--- config.mk ---
export PLATFORM = sky130hd
export DESIGN_NAME = lcd_multi_line_feed
export DESIGN_NICKNAME = d
export VERILOG_FILES = /design/src/rtl/lcd_feed_pkg.sv /design/src/rtl/lcd_feed_step_timer.sv /design/src/rtl/lcd_multi_line_feed.sv
export SDC_FILE = /design/constraint.sdc
export NUM_CORES = 1
export LEC_CHECK = 0
export CORE_MARGIN = 10
export CORE_UTILIZATION = 50
export DETAILED_ROUTE_END_ITERATION = 8
export DONT_BUFFER_PORTS = 1
export PLACE_DENSITY = 0.76
export SYNTH_ARGS = -nofsm -noshare
export SYNTH_HDL_FRONTEND = slang
export SYNTH_HIERARCHICAL = 1
export SYNTH_SLANG_ARGS = --single-unit
--- constraint.sdc ---
create_clock -name i_clk_20mhz -period 7.8 [get_ports i_clk_20mhz]
set_input_delay 1.56 -clock i_clk_20mhz [delete_from_list [all_inputs] [get_ports i_clk_20mhz]]
set_output_delay 1.56 -clock i_clk_20mhz [all_outputs]
set_load 0.005 [all_outputs]
--- src/rtl/lcd_feed_pkg.sv ---
// Shared types and constants for the multi-line LCD feed controller.
package lcd_feed_pkg;

   typedef enum logic [3:0] {
      ST_PAUSE       = 4'd0,
      ST_CLEAR_RUN   = 4'd1,
      ST_CLEAR_DLY   = 4'd2,
      ST_CLEAR_WAIT  = 4'd3,
      ST_LINE_RUN    = 4'd4,
      ST_LINE_DLY    = 4'd5,
      ST_LINE_WAIT   = 4'd6,
      ST_REFRESH_DLY = 4'd7
   } t_lcd_feed_state;

   // Default delays at the 2.5 MHz tick rate.
   localparam int c_one_ms_ticks       = 2500;
   localparam int c_fifth_second_ticks = 500000;

   // Line index width; a single-line display still gets a 1-bit index.
   function automatic int lcd_line_idx_width(input int line_count);
      return (line_count <= 2) ? 1 : $clog2(line_count);
   endfunction

endpackage

--- src/rtl/lcd_feed_step_timer.sv ---
// Tick-gated saturating up-counter with synchronous clear, used for the
// per-step delay timer and for the optional watchdog.
module lcd_feed_step_timer
   import lcd_feed_pkg::*;
#(
   parameter int parm_width = 24
)(
   input  logic                  i_clk_20mhz,
   input  logic                  i_rst_20mhz,
   input  logic                  i_ce_2_5mhz,
   input  logic                  i_clear,
   output logic [parm_width-1:0] o_count
);

   // Count ticks, hold at all-ones, restart from zero on clear.
   always_ff @(posedge i_clk_20mhz or posedge i_rst_20mhz) begin
      if (i_rst_20mhz) begin
         o_count <= '0;
      end else if (i_ce_2_5mhz) begin
         if (i_clear) begin
            o_count <= '0;
         end else if (o_count != {parm_width{1'b1}}) begin
            o_count <= o_count + 1'b1;
         end
      end
   end

endmodule

--- src/rtl/lcd_multi_line_feed.sv ---
// Timed Moore FSM feeding clear / line-write commands to the LCD driver.
// Optional watchdog: define LCD_FEED_TIMEOUT_EN.
//
// state          | meaning
// ST_PAUSE       | waiting for driver ready and a refresh trigger
// ST_CLEAR_RUN   | clear strobe high until driver drops ready
// ST_CLEAR_DLY   | hold parm_cmd_delay_ticks after the clear
// ST_CLEAR_WAIT  | waiting for driver ready before line 0
// ST_LINE_RUN    | line strobe high until driver drops ready
// ST_LINE_DLY    | hold parm_cmd_delay_ticks after a line write
// ST_LINE_WAIT   | waiting for driver ready before the next line
// ST_REFRESH_DLY | hold parm_refresh_ticks before the next cycle
module lcd_multi_line_feed
   import lcd_feed_pkg::*;
#(
   parameter int parm_line_count      = 2,
   parameter int parm_cmd_delay_ticks = c_one_ms_ticks,
   parameter int parm_refresh_ticks   = 495000,
   parameter int parm_timer_bits      = 24,
   parameter int parm_timeout_ticks   = 25000
)(
   input  logic                                               i_clk_20mhz,
   input  logic                                               i_rst_20mhz,
   input  logic                                               i_ce_2_5mhz,
   input  logic                                               i_lcd_command_ready,
   input  logic                                               i_on_demand_mode,
   input  logic                                               i_refresh_request,
   output logic                                               o_lcd_wr_clear_display,
   output logic [parm_line_count-1:0]                         o_lcd_wr_text_line,
   output logic [lcd_line_idx_width(parm_line_count)-1:0]     o_lcd_line_index,
   output logic                                               o_lcd_feed_is_idle,
   output logic                                               o_lcd_feed_timeout
);

   localparam int c_idx_w = lcd_line_idx_width(parm_line_count);
   localparam logic [parm_timer_bits-1:0] c_cmd_last     = parm_timer_bits'(parm_cmd_delay_ticks - 1);
   localparam logic [parm_timer_bits-1:0] c_refresh_last = parm_timer_bits'(parm_refresh_ticks - 1);
   localparam logic [c_idx_w-1:0]         c_idx_last     = c_idx_w'(parm_line_count - 1);

   if (parm_line_count < 1 || parm_line_count > 8 ||
       parm_cmd_delay_ticks < 1 || parm_refresh_ticks < 1 || parm_timeout_ticks < 1 ||
       longint'(parm_cmd_delay_ticks) > (longint'(1) << parm_timer_bits) ||
       longint'(parm_refresh_ticks) > (longint'(1) << parm_timer_bits)) begin : g_bad_params
      $error("lcd_multi_line_feed: parameter out of range");
   end

   t_lcd_feed_state            state_q;
   t_lcd_feed_state            state_d;
   logic                       state_change;
   logic                       enter_clear;
   logic [parm_timer_bits-1:0] step_count;
   logic [c_idx_w-1:0]         line_idx_q;
   logic                       pending_q;
   logic                       wd_expired;

   assign state_change = (state_d != state_q);
   assign enter_clear  = (state_d == ST_CLEAR_RUN) && (state_q != ST_CLEAR_RUN);

   lcd_feed_step_timer #(.parm_width(parm_timer_bits)) u_step_timer (
      .i_clk_20mhz (i_clk_20mhz),
      .i_rst_20mhz (i_rst_20mhz),
      .i_ce_2_5mhz (i_ce_2_5mhz),
      .i_clear     (state_change),
      .o_count     (step_count)
   );

`ifdef LCD_FEED_TIMEOUT_EN
   localparam int c_wd_bits = $clog2(parm_timeout_ticks + 1);
   localparam logic [c_wd_bits-1:0] c_wd_last = c_wd_bits'(parm_timeout_ticks - 1);

   logic                 wd_active;
   logic [c_wd_bits-1:0] wd_count;
   logic                 timeout_q;

   // Watchdog only runs while the FSM is waiting on the driver.
   always_comb begin
      wd_active = (state_q == ST_CLEAR_RUN) || (state_q == ST_CLEAR_WAIT) ||
                  (state_q == ST_LINE_RUN)  || (state_q == ST_LINE_WAIT);
   end

   assign wd_expired = wd_active && (wd_count == c_wd_last);

   lcd_feed_step_timer #(.parm_width(c_wd_bits)) u_watchdog (
      .i_clk_20mhz (i_clk_20mhz),
      .i_rst_20mhz (i_rst_20mhz),
      .i_ce_2_5mhz (i_ce_2_5mhz),
      .i_clear     (state_change || !wd_active),
      .o_count     (wd_count)
   );

   // Sticky timeout flag, cleared only by reset.
   always_ff @(posedge i_clk_20mhz or posedge i_rst_20mhz) begin
      if (i_rst_20mhz) begin
         timeout_q <= 1'b0;
      end else if (i_ce_2_5mhz && wd_expired) begin
         timeout_q <= 1'b1;
      end
   end

   assign o_lcd_feed_timeout = timeout_q;
`else
   assign wd_expired         = 1'b0;
   assign o_lcd_feed_timeout = 1'b0;
`endif

   // Next-state decode; a watchdog expiry overrides every other transition.
   always_comb begin
      state_d = state_q;
      case (state_q)
         ST_PAUSE:
            if (i_lcd_command_ready && (!i_on_demand_mode || pending_q)) state_d = ST_CLEAR_RUN;
         ST_CLEAR_RUN:
            if (!i_lcd_command_ready) state_d = ST_CLEAR_DLY;
         ST_CLEAR_DLY:
            if (step_count == c_cmd_last) state_d = ST_CLEAR_WAIT;
         ST_CLEAR_WAIT:
            if (i_lcd_command_ready) state_d = ST_LINE_RUN;
         ST_LINE_RUN:
            if (!i_lcd_command_ready) state_d = ST_LINE_DLY;
         ST_LINE_DLY:
            if (step_count == c_cmd_last) begin
               state_d = (line_idx_q == c_idx_last) ? ST_REFRESH_DLY : ST_LINE_WAIT;
            end
         ST_LINE_WAIT:
            if (i_lcd_command_ready) state_d = ST_LINE_RUN;
         ST_REFRESH_DLY:
            if (step_count == c_refresh_last) state_d = ST_PAUSE;
         default:
            state_d = ST_PAUSE;
      endcase
      if (wd_expired) state_d = ST_PAUSE;
   end

   // State register and line index advance on the 2.5 MHz tick.
   always_ff @(posedge i_clk_20mhz or posedge i_rst_20mhz) begin
      if (i_rst_20mhz) begin
         state_q    <= ST_PAUSE;
         line_idx_q <= '0;
      end else if (i_ce_2_5mhz) begin
         state_q <= state_d;
         if (state_q == ST_CLEAR_WAIT && state_d == ST_LINE_RUN) begin
            line_idx_q <= '0;
         end else if (state_q == ST_LINE_WAIT && state_d == ST_LINE_RUN) begin
            line_idx_q <= line_idx_q + 1'b1;
         end
      end
   end

   // Request pulses are caught on every clock; a new request beats the
   // clear so one arriving mid-refresh queues exactly one more refresh.
   always_ff @(posedge i_clk_20mhz or posedge i_rst_20mhz) begin
      if (i_rst_20mhz) begin
         pending_q <= 1'b0;
      end else if (i_refresh_request) begin
         pending_q <= 1'b1;
      end else if (i_ce_2_5mhz && (enter_clear || wd_expired)) begin
         pending_q <= 1'b0;
      end
   end

   // Moore output decode.
   always_comb begin
      o_lcd_wr_clear_display = (state_q == ST_CLEAR_RUN);
      o_lcd_wr_text_line     = '0;
      if (state_q == ST_LINE_RUN) begin
         o_lcd_wr_text_line = parm_line_count'(1) << line_idx_q;
      end
      o_lcd_line_index   = line_idx_q;
      o_lcd_feed_is_idle = (state_q == ST_REFRESH_DLY) ||
                           (state_q == ST_PAUSE && i_on_demand_mode && !pending_q);
   end

endmodule

# ---- Word level (Yosys, flattened, before mapping)
# Index checks and enable logic that the tools add are counted.
dict set report totals {
  ff_bits 30
  inputBits 6
}
dict set report op_classes {
  reduce_logical 18
  add_sub_neg 2
  muxes 16
  n_eq_ne 14
  shift 1
}
# op count
set op_table {}
lappend op_table {{$mux W24} 2}
lappend op_table {{$mux W4} 7}
lappend op_table {{$pmux W4 S7} 1}
lappend op_table {{$add A24 B1 Y24 const B} 1}
lappend op_table {{$eq A24 B12 Y1 const B} 1}
lappend op_table {{$eq A24 B19 Y1 const B} 1}
lappend op_table {{$ne A24 B24 Y1 const B} 1}
lappend op_table {{$eq A4 B3 Y1 const B} 5}
lappend op_table {{$eq A4 B1 Y1 const B} 2}
lappend op_table {{$eq A4 B2 Y1 const B} 2}
lappend op_table {{$logic_and A1 B1 Y1} 7}
lappend op_table {{$reduce_bool A2 Y1} 3}
lappend op_table {{$mux W1} 5}
lappend op_table {{$logic_not A4 Y1} 1}
lappend op_table {{$ne A4 B1 Y1 const B} 1}
lappend op_table {{$ne A4 B4 Y1} 1}
lappend op_table {{$reduce_and A2 Y1} 2}
lappend op_table {{$logic_not A1 Y1} 2}
lappend op_table {{$logic_or A1 B1 Y1} 2}
lappend op_table {{$mux W2} 1}
lappend op_table {{$reduce_or A2 Y1} 1}
lappend op_table {{$shl A1 B1 Y2 const A} 1}
lappend op_table {{$add A1 B1 Y1 const B} 1}

# ---- Logic depth before layout (Yosys ltp)
# Gate-level depths: netlist of the first run.
dict set report depth {
  ltp_word 10
  depth_mapped 13
}

# ---- Modules after synthesis
# Netlist of the first run, hierarchy kept.
# module area_each_um2 cells_per_inst seq_area_each_um2 n_inst
set by_module_without_submodules {}
lappend by_module_without_submodules {lcd_feed_step_timer 1446.4 161 600.6 1}
lappend by_module_without_submodules {lcd_multi_line_feed 635.6 81 150.1 1}

# ---- Worst setup path before layout of the first run
# No wires, ideal clock.
dict set report synth_timing {
  kind {input -> output}
  startpoint {input i_on_demand_mode}
  endpoint {output o_lcd_feed_is_idle}
  t_required_ps 6240
  path_slack_ps 4323
  t_arrival_ps 1917
  path_stages 3
  path_buffers 0
  path_cell_list {nand2b_1 -> nand3b_1 -> a21oi_1}
}
dict set report synth_via {
  elab_chain_cells 3
}
# item line
set synth_lines {}
lappend synth_lines {{from (decl)} lcd_multi_line_feed.sv:26} ;# input logic i_on_demand_mode,
lappend synth_lines {{$logic_and A1 B1 Y1 (2 in a row)} lcd_multi_line_feed.sv:170} ;# (state_q == ST_PAUSE && i_on_demand_mode && !pending_q);
lappend synth_lines {{$logic_or A1 B1 Y1} lcd_multi_line_feed.sv:169} ;# o_lcd_feed_is_idle = (state_q == ST_REFRESH_DLY) ||
lappend synth_lines {{to (decl)} lcd_multi_line_feed.sv:31} ;# output logic o_lcd_feed_is_idle,
# Every way passes these cells.

# ---- Final worst setup path of the first run
dict set report layout_timing {
  startpoint {input i_lcd_command_ready}
  endpoint {register u_step_timer.o_count[5]}
}
dict set report layout_via {
  elab_chain_cells 6
  word_cells_on_any_way 10
  classes_between {1 x eq/ne; 6 x mux; 3 x reduce/logical}
}
# item line
set layout_lines {}
lappend layout_lines {{from (decl)} lcd_multi_line_feed.sv:25} ;# input logic i_lcd_command_ready,
lappend layout_lines {{$logic_and A1 B1 Y1} lcd_multi_line_feed.sv:111} ;# if (i_lcd_command_ready && (!i_on_demand_mode || pending_q)) state_d = ST_CLEAR_RUN;
lappend layout_lines {{$mux W4} lcd_multi_line_feed.sv:111}
lappend layout_lines {{$pmux W4 S7 *} lcd_multi_line_feed.sv:109} ;# case (state_q)
lappend layout_lines {{$ne A4 B4 Y1 *} lcd_multi_line_feed.sv:56} ;# assign state_change = (state_d != state_q);
lappend layout_lines {{named net state_change} lcd_multi_line_feed.sv:49} ;# logic state_change;
lappend layout_lines {{$reduce_bool A2 Y1 (no line)} n/a}
lappend layout_lines {{$reduce_and A2 Y1 (no line)} n/a}
lappend layout_lines {{to (signal assigned)} lcd_feed_step_timer.sv:23} ;# o_count <= o_count + 1'b1;
lappend layout_lines {{to (decl)} lcd_feed_step_timer.sv:12} ;# output logic [parm_width-1:0] o_count
# The timed path passes the listed nets; every way through them passes the cells marked *.
# A chain may end at the register's enable or synchronous reset.

==> results_dict.tcl, run 1 <==
set metrics [dict create \
    cap_violations 0 \
    ios 12 \
    drc 0 \
    power_frac_comb_pct 31.5 \
    hold_buffers 0 \
    met3_length_um 319 \
    drt_first_iter_violations 215 \
    critPathMaxFanout 31 \
    grt_setup_unrepaired "no" \
    dp_hpwl_mm 3.24 \
    wl_per_cell_um 16.5 \
    viasPerCell 6.40 \
    synth_edf_count 0 \
    drv_slew 0 \
    critPathLaunchType "input port" \
    max_clock_freq_mhz 248 \
    die_w_um 84.5 \
    synthArstFlopShare_pct 100 \
    syn-num-nets 249 \
    seq_area_um2 751 \
    synthCells 242 \
    place_inst 278 \
    clk_pin_slew_ps 70 \
    power_density_nw_per_um2 235 \
    ys_ff_latch 30 \
    clockPowerShare_pct 28.9 \
    holdWs_ps 558 \
    max_stage_delay_ps 680 \
    ctsResizeCount 0 \
    antenna_found_initial 0 \
    ys_seq_area_share_pct 36.1 \
    crit_family "compound AO/OA/AOI/OAI gates" \
    cp_slowest_cell "a21o_1" \
    drt-total-wl_mm 4.72 \
    final_area_um2 2180 \
    power.leakage_nw 0.875 \
    areaGrowthSynthToFinish_pct 4.57 \
    setup_viol 0 \
    die_y_um 84.5 \
    syn_avg_cell_area_um2 8.60 \
    p_sw_share_pct 36.2 \
    multi_input_area_um2 1220 \
    cts_tree "built" \
    min_path_type "flip-flop to flip-flop" \
    crit_type "input port to flip-flop" \
    cts_root_buffer "clkbuf_8" \
    diodes 0 \
    period_share_pct 51.6 \
    drive_above_1_share_pct 9.32 \
    clk-insertion-delay-late_ps 280 \
    p_int_w 0.000326 \
    ant_nets 0 \
    period_minus_slack_ps 4030 \
    worst_pin_slew_ps 915 \
    cp.required_ps 7960 \
    fin_skew_ps 5.02 \
    cts.sinks 30 \
    synth.distinct_cells 62 \
    vias 1829 \
    ir_drop_mv 0.166 \
    post_cts_buffers 0 \
    relSlewSlack_pct 38.9 \
    pre_cts_ws_ps 3520 \
    critPathArrivalTime_ps 4190 \
    port_buffers 0 \
    dominantRegCellSynth "dfrtp_1" \
    firstDrtPassIters 4 \
    dieArea_um2 7150 \
    fin_tns_setup_ps 0 \
    rows 23 \
    core_um2 4030 \
    fill_cells 368 \
    grt_max_degree 32 \
    syn-cell-area_um2 2080 \
    place.gp.congestion 0.836 \
    end_kind "flip-flop" \
    cts_inserted_buffers 5 \
    grt_pass1_vias 1651 \
    dpl_cell_area_um2 2070 \
    htree_num_levels 2 \
    seq_power_share_pct 39.6 \
    fin_ws_ps 3770 \
    worstPathCellList "xor2_1, a22o_1, a2bb2oi_1, a21o_1, o211ai_1, buf_4, nand4b_1, nor4_2, a21o_1, or2_4, o31ai_1" \
    ys_warn_count 6 \
    wl_met1_mm 2.14 \
    final_cells 286 \
    cp_common_cell "a21o_1" \
    cts_buffer_depth 2 \
    hold_viol_final 0 \
    grtUsageTotal_pct 13.2 \
    initial_core_util_pct 51.7 \
    power.switching_w 0.000186 \
    top_layer "met4" \
    grt_pass1_wl_mm 7.99 \
    status "complete, no violations" \
    met2_length_mm 2.19 \
    fin_nets 242 \
    critical_path_buf_inv_count 1 \
    grt.overflow.total 0 \
]
## final timing paths
kind	depth (start not counted)	endpoint	slack (ps)	startpoint
setup / recovery	11	u_step_timer/o_count[5]	3770	i_lcd_command_ready
hold / removal	2	pending_q	560	pending_q
setup reg to reg	11	u_step_timer/o_count[5]	3810	u_step_timer/o_count[11]
hold reg to reg	2	pending_q	560	pending_q
max in group asynchronous	1	u_step_timer/o_count[20]	5870	i_rst_20mhz
min in group asynchronous	1	state_q[0]	1090	i_rst_20mhz
## layer usage
metal  track usage [%]  up-vias
met5                 0        -
met4              4.94        0
met3              4.64        6
met2              20.6       50
met1              16.4      873
li1                  -      900
## final cells by class
class	count	area share, %
well taps	50	2.87
repair buffers	2	0.690
multi-input cells	190	55.9
inverters	6	1.03
clock buffers	8	5.06
flip-flops and latches	30	34.5
## registers in the layout (all words and copies together), names as in the netlist
name,cells
pending_q,1
u_step_timer/o_count,24
state_q,4
o_lcd_line_index,1
## through the flow
step,util [%],total power (W)
3_5_place_dp,51.3,0.000365
3_3_place_gp,51.3,0.000360
5_1_grt,54.0,0.000550
4_1_cts,54.0,0.000514
6_report,54.0,0.000512
2_1_floorplan,-,0.000339
## tightest hold or removal path, delay by kind of cell, from the launching register on
kind | cells | cell delay [ps]
AO/OA/AOI/OAI | 1 | 50
flip-flops | 1 | 370
AND/OR/NAND/NOR | 1 | 100
## cells by family after synthesis
logic type	after synthesis	synth area share, %
AND/OR/NAND/NOR	116	33.2
AO/OA/AOI/OAI	65	21.0
flip-flops	30	36.1
buffers and inverters	22	5.53
multiplexers	6	3.00
adder cells (fa/ha/maj)	1	0.601
other	1	0.180
XOR/XNOR	1	0.421
## cell usage after synthesis (all sizes together) (6+ instances only)
library cell	n	area, um^2
a21oi	8	40.0
buf	11	73.8
dfrtp	30	751
inv	6	22.5
nand2	25	93.8
nand3	12	65.1
nand4	13	96.3
nor2	17	63.8
nor2b	8	50.1
o21ai	21	105
o31ai	9	67.6
or4	6	48.8
## power groups by stage
stage / Combinational (W) / Clock (W) / Sequential (W)
2_1_floorplan: 0.000151 / 0 / 0.000188
4_1_cts: 0.000161 / 0.000150 / 0.000203
5_1_grt: 0.000184 / 0.000159 / 0.000207
3_3_place_gp: 0.000156 / 0 / 0.000205
6_report: 0.000162 / 0.000148 / 0.000203
3_5_place_dp: 0.000160 / 0 / 0.000205
## cells in the final DEF, fill, tap and decap left out, types with 3 or more instances in the layout
cell / instances
a21oi_1: 8
a31oi_1: 4
a41oi_1: 4
and3_1: 4
clkbuf_8: 8
dfrtp_1: 30
inv_1: 6
mux2i_1: 4
nand2_1: 25
nand2b_1: 5
nand3_1: 11
nand3b_1: 4
nand4_1: 12
nor2_1: 17
nor2b_1: 8
nor4_1: 4
o21ai_0: 18
o21ai_1: 3
o31ai_1: 9
or4_1: 5
No activity file was read; power rests on OpenSTA's default activity.
==> inputs of run 2 (changes only) <==
==> constraint.sdc (replaced) <==
create_clock -name i_clk_20mhz -period 4.1 [get_ports i_clk_20mhz]
set_input_delay 0.82 -clock i_clk_20mhz [delete_from_list [all_inputs] [get_ports i_clk_20mhz]]
set_output_delay 0.82 -clock i_clk_20mhz [all_outputs]
set_load 0.005 [all_outputs]
==> results_dict.tcl, run 2 (synthesis results as in run 1) <==
set metrics [dict create \
    dieArea_um2 7150 \
    power.leakage_nw 0.866 \
    ir_drop_mv 0.176 \
    hold_viol_final 0 \
    cap_violations 0 \
    seq_power_share_pct 42.0 \
    ant_nets 0 \
    layout_common_cells "dfrtp_1, nand2_1, o21ai_0" \
    grt_setup_unrepaired "no" \
    p_int_w 0.000582 \
    critPathLaunch "u_step_timer/o_count[11]" \
    vias 1871 \
    drt-total-wl_mm 4.73 \
    power_density_nw_per_um2 429 \
    cp-endpoint "u_step_timer/o_count[6]" \
    crit_type "flip-flop to flip-flop" \
    grt_pass1_wl_mm 8.00 \
    hold_buffers 0 \
    wl_per_cell_um 16.6 \
    fin_nets 243 \
    end_kind "flip-flop" \
    die_w_um 84.5 \
    status "complete, no violations" \
    critPathLaunchType "flip-flop" \
    critPathArrivalTime_ps 3800 \
    p_sw_share_pct 37.1 \
    r2r-end "u_step_timer/o_count[6]" \
    grt_pass1_vias 1741 \
    rows 23 \
    r2r_slack_ps 470 \
    cts_buffer_depth 2 \
    setup_viol 0 \
    fin_skew_ps 2.49 \
    cts_inserted_buffers 5 \
    worst_pin_slew_ps 956 \
    period_share_pct 88.6 \
    min_path_type "input port to asynchronous set/reset pin" \
    power_frac_comb_pct 33.1 \
    initial_core_util_pct 51.7 \
    worstReg2RegStart "u_step_timer/o_count[11]" \
    reg2regPathDepth 11 \
    fin_tns_setup_ps 0 \
    worstPathCellList "nor4bb_1, nand4_1, or3b_2, a41oi_1, o211ai_1, nand4b_1, nor4_2, a21o_1, buf_4, o21ai_0, o41ai_1" \
    antenna_found_initial 0 \
    areaGrowthSynthToFinish_pct 3.61 \
    drive_above_1_share_pct 8.94 \
    place.gp.congestion 0.824 \
    holdWs_ps 359 \
    grt.overflow.total 0 \
    fill_cells 379 \
    final_common_cell "dfrtp_1" \
    diodes 0 \
    clockPowerShare_pct 24.8 \
    die_y_um 84.5 \
    cp_slowest_cell "or3b_2" \
    max_stage_delay_ps 570 \
    viasPerCell 6.56 \
    htree_num_levels 2 \
    post_cts_buffers 0 \
    ctsResizeCount 0 \
    largest_register_ffs 24 \
    clk_pin_slew_ps 60 \
    core_um2 4030 \
    cts_root_buffer "clkbuf_8" \
    firstDrtPassIters 5 \
    reg.largest.list "u_step_timer/o_count (24), state_q (4)" \
    cp.required_ps 4270 \
    cts_tree "built" \
    relSlewSlack_pct 36.2 \
    drv_slew 0 \
    cts.sinks 30 \
    max_flop_register "u_step_timer/o_count" \
    grt_max_degree 31 \
    grtUsageTotal_pct 13.0 \
    dp_hpwl_mm 3.37 \
    clk-insertion-delay-late_ps 270 \
    max_clock_freq_mhz 275 \
    critPathMaxFanout 22 \
    drc 0 \
    ios 12 \
    port_buffers 0 \
    period_minus_slack_ps 3630 \
    drt_first_iter_violations 103 \
    power.switching_w 0.000344 \
]
==> run 2: changes by cell type in the layout (fill, tap and decap cells not counted), sizes merged <==
cell | before | now
buf | 2 | 3
clkbuf | 8 | 6
==> run 2: layout make-up <==
class                      instances  area [um^2]  area share [%]
sequential                        30          751            34.8
timing repair buffer               3         22.5            1.04
tap                               50         62.6            2.90
multi-input combinational        190         1220            56.4
clock buffer                       6         82.6            3.83
inverter                           6         22.5            1.04
==> run 2: critical path, delay by kind of cell (launching register included) <==
family                 cells  cell delay (ps)
AOI/OAI and AO/OA          5             1090
DFF                        1              470
and+or+nand+nor            5             1700
buffers and inverters      1              250
==> run 2: worst min-delay path by stage <==
stage	startpoint	endpoint	cells past startpoint
global route	i_rst_20mhz	state_q[0]	1
finish	i_rst_20mhz	state_q[0]	1
CTS	i_rst_20mhz	state_q[0]	1
detailed placement	pending_q	pending_q	2
floorplan	u_step_timer/o_count[23]	u_step_timer/o_count[23]	2
global placement	u_step_timer/o_count[5]	u_step_timer/o_count[5]	1
==> run 2: routing by layer <==
layer	share of wire, %	track usage, %	vias to the layer above
li1	-	-	902
met3	6.5	3.86	6
met4	1.3	5.54	0
met5	0	0	-
met2	47	20.5	53
met1	46	15.9	910
==> run 2: power groups by stage <==
stage | logic, W | registers [W] | clock network [W]
finish | 0.000307 | 0.000389 | 0.000230
global route | 0.000349 | 0.000396 | 0.000250
CTS | 0.000306 | 0.000387 | 0.000237
detailed placement | 0.000305 | 0.000393 | 0
global placement | 0.000304 | 0.000392 | 0
floorplan | 0.000287 | 0.000357 | 0
==> run 2: stage by stage <==
step	util [%]	power (W)	worst slack, ps	cell area (um^2)	std cells
3_3_place_gp	51.5	0.000697	611	2070	279
3_5_place_dp	51.5	0.000697	557	2070	279
5_1_grt	53.5	0.000995	208	2160	285
2_1_floorplan	-	0.000644	1090	2080	242
4_1_cts	53.5	0.000930	445	2160	285
6_report	53.5	0.000925	469	2160	285
==> inputs of run 3 (changes only) <==
--- a/config.mk
+++ b/config.mk
@@ -5,6 +5,8 @@
 export SDC_FILE = /design/constraint.sdc
 export NUM_CORES = 1
 export LEC_CHECK = 0
+export ABC_AREA = 1
+export CAP_MARGIN = 10
 export CORE_MARGIN = 10
 export CORE_UTILIZATION = 50
 export DETAILED_ROUTE_END_ITERATION = 8
==> constraint.sdc (replaced) <==
create_clock -name i_clk_20mhz -period 4.6 [get_ports i_clk_20mhz]
set_input_delay 0.92 -clock i_clk_20mhz [delete_from_list [all_inputs] [get_ports i_clk_20mhz]]
set_output_delay 0.92 -clock i_clk_20mhz [all_outputs]
set_load 0.005 [all_outputs]
==> results_dict.tcl, run 3 <==
set metrics [dict create \
    status "complete, no violations" \
    fin_ws_ps 1720 \
    cts_inserted_buffers 5 \
    wl_per_cell_um 13.1 \
    synth_largest_area_cell "dfrtp_1" \
    grt_pass1_vias 1977 \
    relSlewSlack_pct 36.7 \
    largest_register_ffs 24 \
    fin_tns_setup_ps 0 \
    firstDrtPassIters 5 \
    end_kind "flip-flop" \
    initial_core_util_pct 52.2 \
    p_total_w 0.000874 \
    cts.sinks 30 \
    clk_pin_slew_ps 60 \
    grt.overflow.total 0 \
    yosysMostFrequentCell "nand2_1" \
    dieArea_um2 7680 \
    seq_area_um2 751 \
    clk-insertion-delay-late_ps 280 \
    setup_viol 0 \
    drv_slew 0 \
    vias 2108 \
    r2r_slack_ps 1720 \
    synth_top_area_share_pct 32.8 \
    multi_input_area_um2 1340 \
    drc 0 \
    min_path_type "input port to asynchronous set/reset pin" \
    synthArstFlopShare_pct 100 \
    ys_top_cells_by_area "dfrtp_1, nand2_1, nor2_1, nand3_1, inv_1" \
    hold_viol_final 0 \
    power.leakage_nw 1.13 \
    cts_buffer_depth 2 \
    critPathMaxFanout 29 \
    syn-cell-area_um2 2290 \
    post_cts_buffers 0 \
    place.gp.congestion 0.916 \
    port_buffers 0 \
    fin_nets 357 \
    die_w_um 87.6 \
    worst_pin_slew_ps 949 \
    cts_root_buffer "clkbuf_8" \
    layout_common_cells "nand2_1, nor2_1, inv_1" \
    grt_pass1_wl_mm 9.13 \
    pre_cts_ws_ps 1630 \
    power_density_nw_per_um2 364 \
    htree_num_levels 2 \
    max_flop_register "u_step_timer/o_count" \
    synthCells 347 \
    drive_above_1_share_pct 14.8 \
    final_common_cell "nand2_1" \
    holdWs_ps 442 \
    core_um2 4380 \
    viasPerCell 5.23 \
    synth_edf_count 0 \
    syn_avg_cell_area_um2 6.59 \
    fill_cells 428 \
    die_y_um 87.6 \
    grt_max_degree 30 \
    ir_drop_mv 0.153 \
    critPathArrivalTime_ps 3010 \
    period_share_pct 62.5 \
    ys_seq_area_share_pct 32.8 \
    rows 24 \
    ant_nets 0 \
    cap_violations 0 \
    period_minus_slack_ps 2880 \
    max_clock_freq_mhz 348 \
    cts_tree "built" \
    drt-total-wl_mm 5.28 \
    reg.largest.list "u_step_timer/o_count (24), state_q (4)" \
    ctsResizeCount 0 \
    synth.distinct_cells 33 \
    ios 12 \
    syn-num-nets 354 \
    ys_top_cells_by_count "nand2_1, nor2_1, inv_1, dfrtp_1, nand3_1" \
    hold_buffers 0 \
    grtUsageTotal_pct 14.7 \
    crit_type "flip-flop to flip-flop" \
    drt_first_iter_violations 197 \
    areaGrowthSynthToFinish_pct 4.92 \
    critPathLaunchType "flip-flop" \
    ys_warn_count 6 \
    dp_hpwl_mm 4.04 \
    dominantRegCellSynth "dfrtp_1" \
    antenna_found_initial 0 \
    diodes 0 \
    cp.required_ps 4730 \
    ys_ff_latch 30 \
    grt_setup_unrepaired "no" \
    fin_skew_ps 6.23 \
]
## run 3: changes by cell type in the layout (fill, tap and decap cells not counted), sizes merged, moves of 6 or more
cell	previous run	this run
nand2	25	118
nor2	17	62
inv	6	41
nand3	12	30
o31ai	9	0
nor2b	8	0
or4	6	0
## run 3: worst max-delay path: stages, from the launching register on
cell	delay, ps
dfrtp_1	440
inv_1	60
nor2_1	120
nand2_1	110
nor2_1	100
nand3_1	100
nand2_2	130
nor3b_2	210
nand2_2	80
nand2_1	60
nand2_1	110
inv_1	230
nand2_1	80
nor3_1	180
nand3_2	110
nand2_2	420
o21ai_0	190
## run 3: worst paths after layout
| path | start | endpoint | depth (start not counted) |
|---|---|---|---|
| min reg2reg | pending_q | pending_q | 1 |
| max reg2reg | u_step_timer/o_count[8] | u_step_timer/o_count[3] | 16 |
| min in group i_clk_20mhz | pending_q | pending_q | 1 |
| max in group asynchronous | i_rst_20mhz | u_step_timer/o_count[18] | 1 |
| min | i_rst_20mhz | state_q[2] | 1 |
| max | u_step_timer/o_count[8] | u_step_timer/o_count[3] | 16 |
## run 3: cell families after synthesis
logic type	after synthesis	synth area share (%)
flip-flops	30	32.8
adder cells (fa/ha/maj)	1	0.547
AO/OA/AOI/OAI	36	9.14
buffers and inverters	45	8.64
XOR/XNOR	7	2.68
AND/OR/NAND/NOR	227	46.0
other	1	0.164
## run 3: where the power goes
group	leakage, nW	switching, W	internal (W)
clock network	0.0482	0.0000956	0.000120
logic	0.668	0.000227	0.0000973
registers	0.409	0.0000444	0.000290
total	1.13	0.000367	0.000507
## run 3: cell type report
class	count	share of cell area, %
clock buffer	7	3.60
clock inverter	1	0.209
inverter	41	6.41
multi-input combinational	272	55.8
sequential	30	31.3
tap	52	2.71
## run 3: routing by layer
| metal | vias up | GRT usage, % | routed length, um |
|---|---|---|---|
| met5 | - | 0 | 0 |
| met4 | 0 | 4.93 | 61 |
| met3 | 6 | 3.71 | 345 |
| met2 | 48 | 25.3 | 2530 |
| met1 | 951 | 17.5 | 2350 |
| li1 | 1103 | - | - |
## run 3: metrics by stage
stage,instances,instance area (um^2),util (%)
floorplan,347,2290,-
CTS,403,2400,54.7
global route,403,2400,54.7
detailed placement,395,2310,52.7
global placement,395,2310,52.7
finish,403,2400,54.7
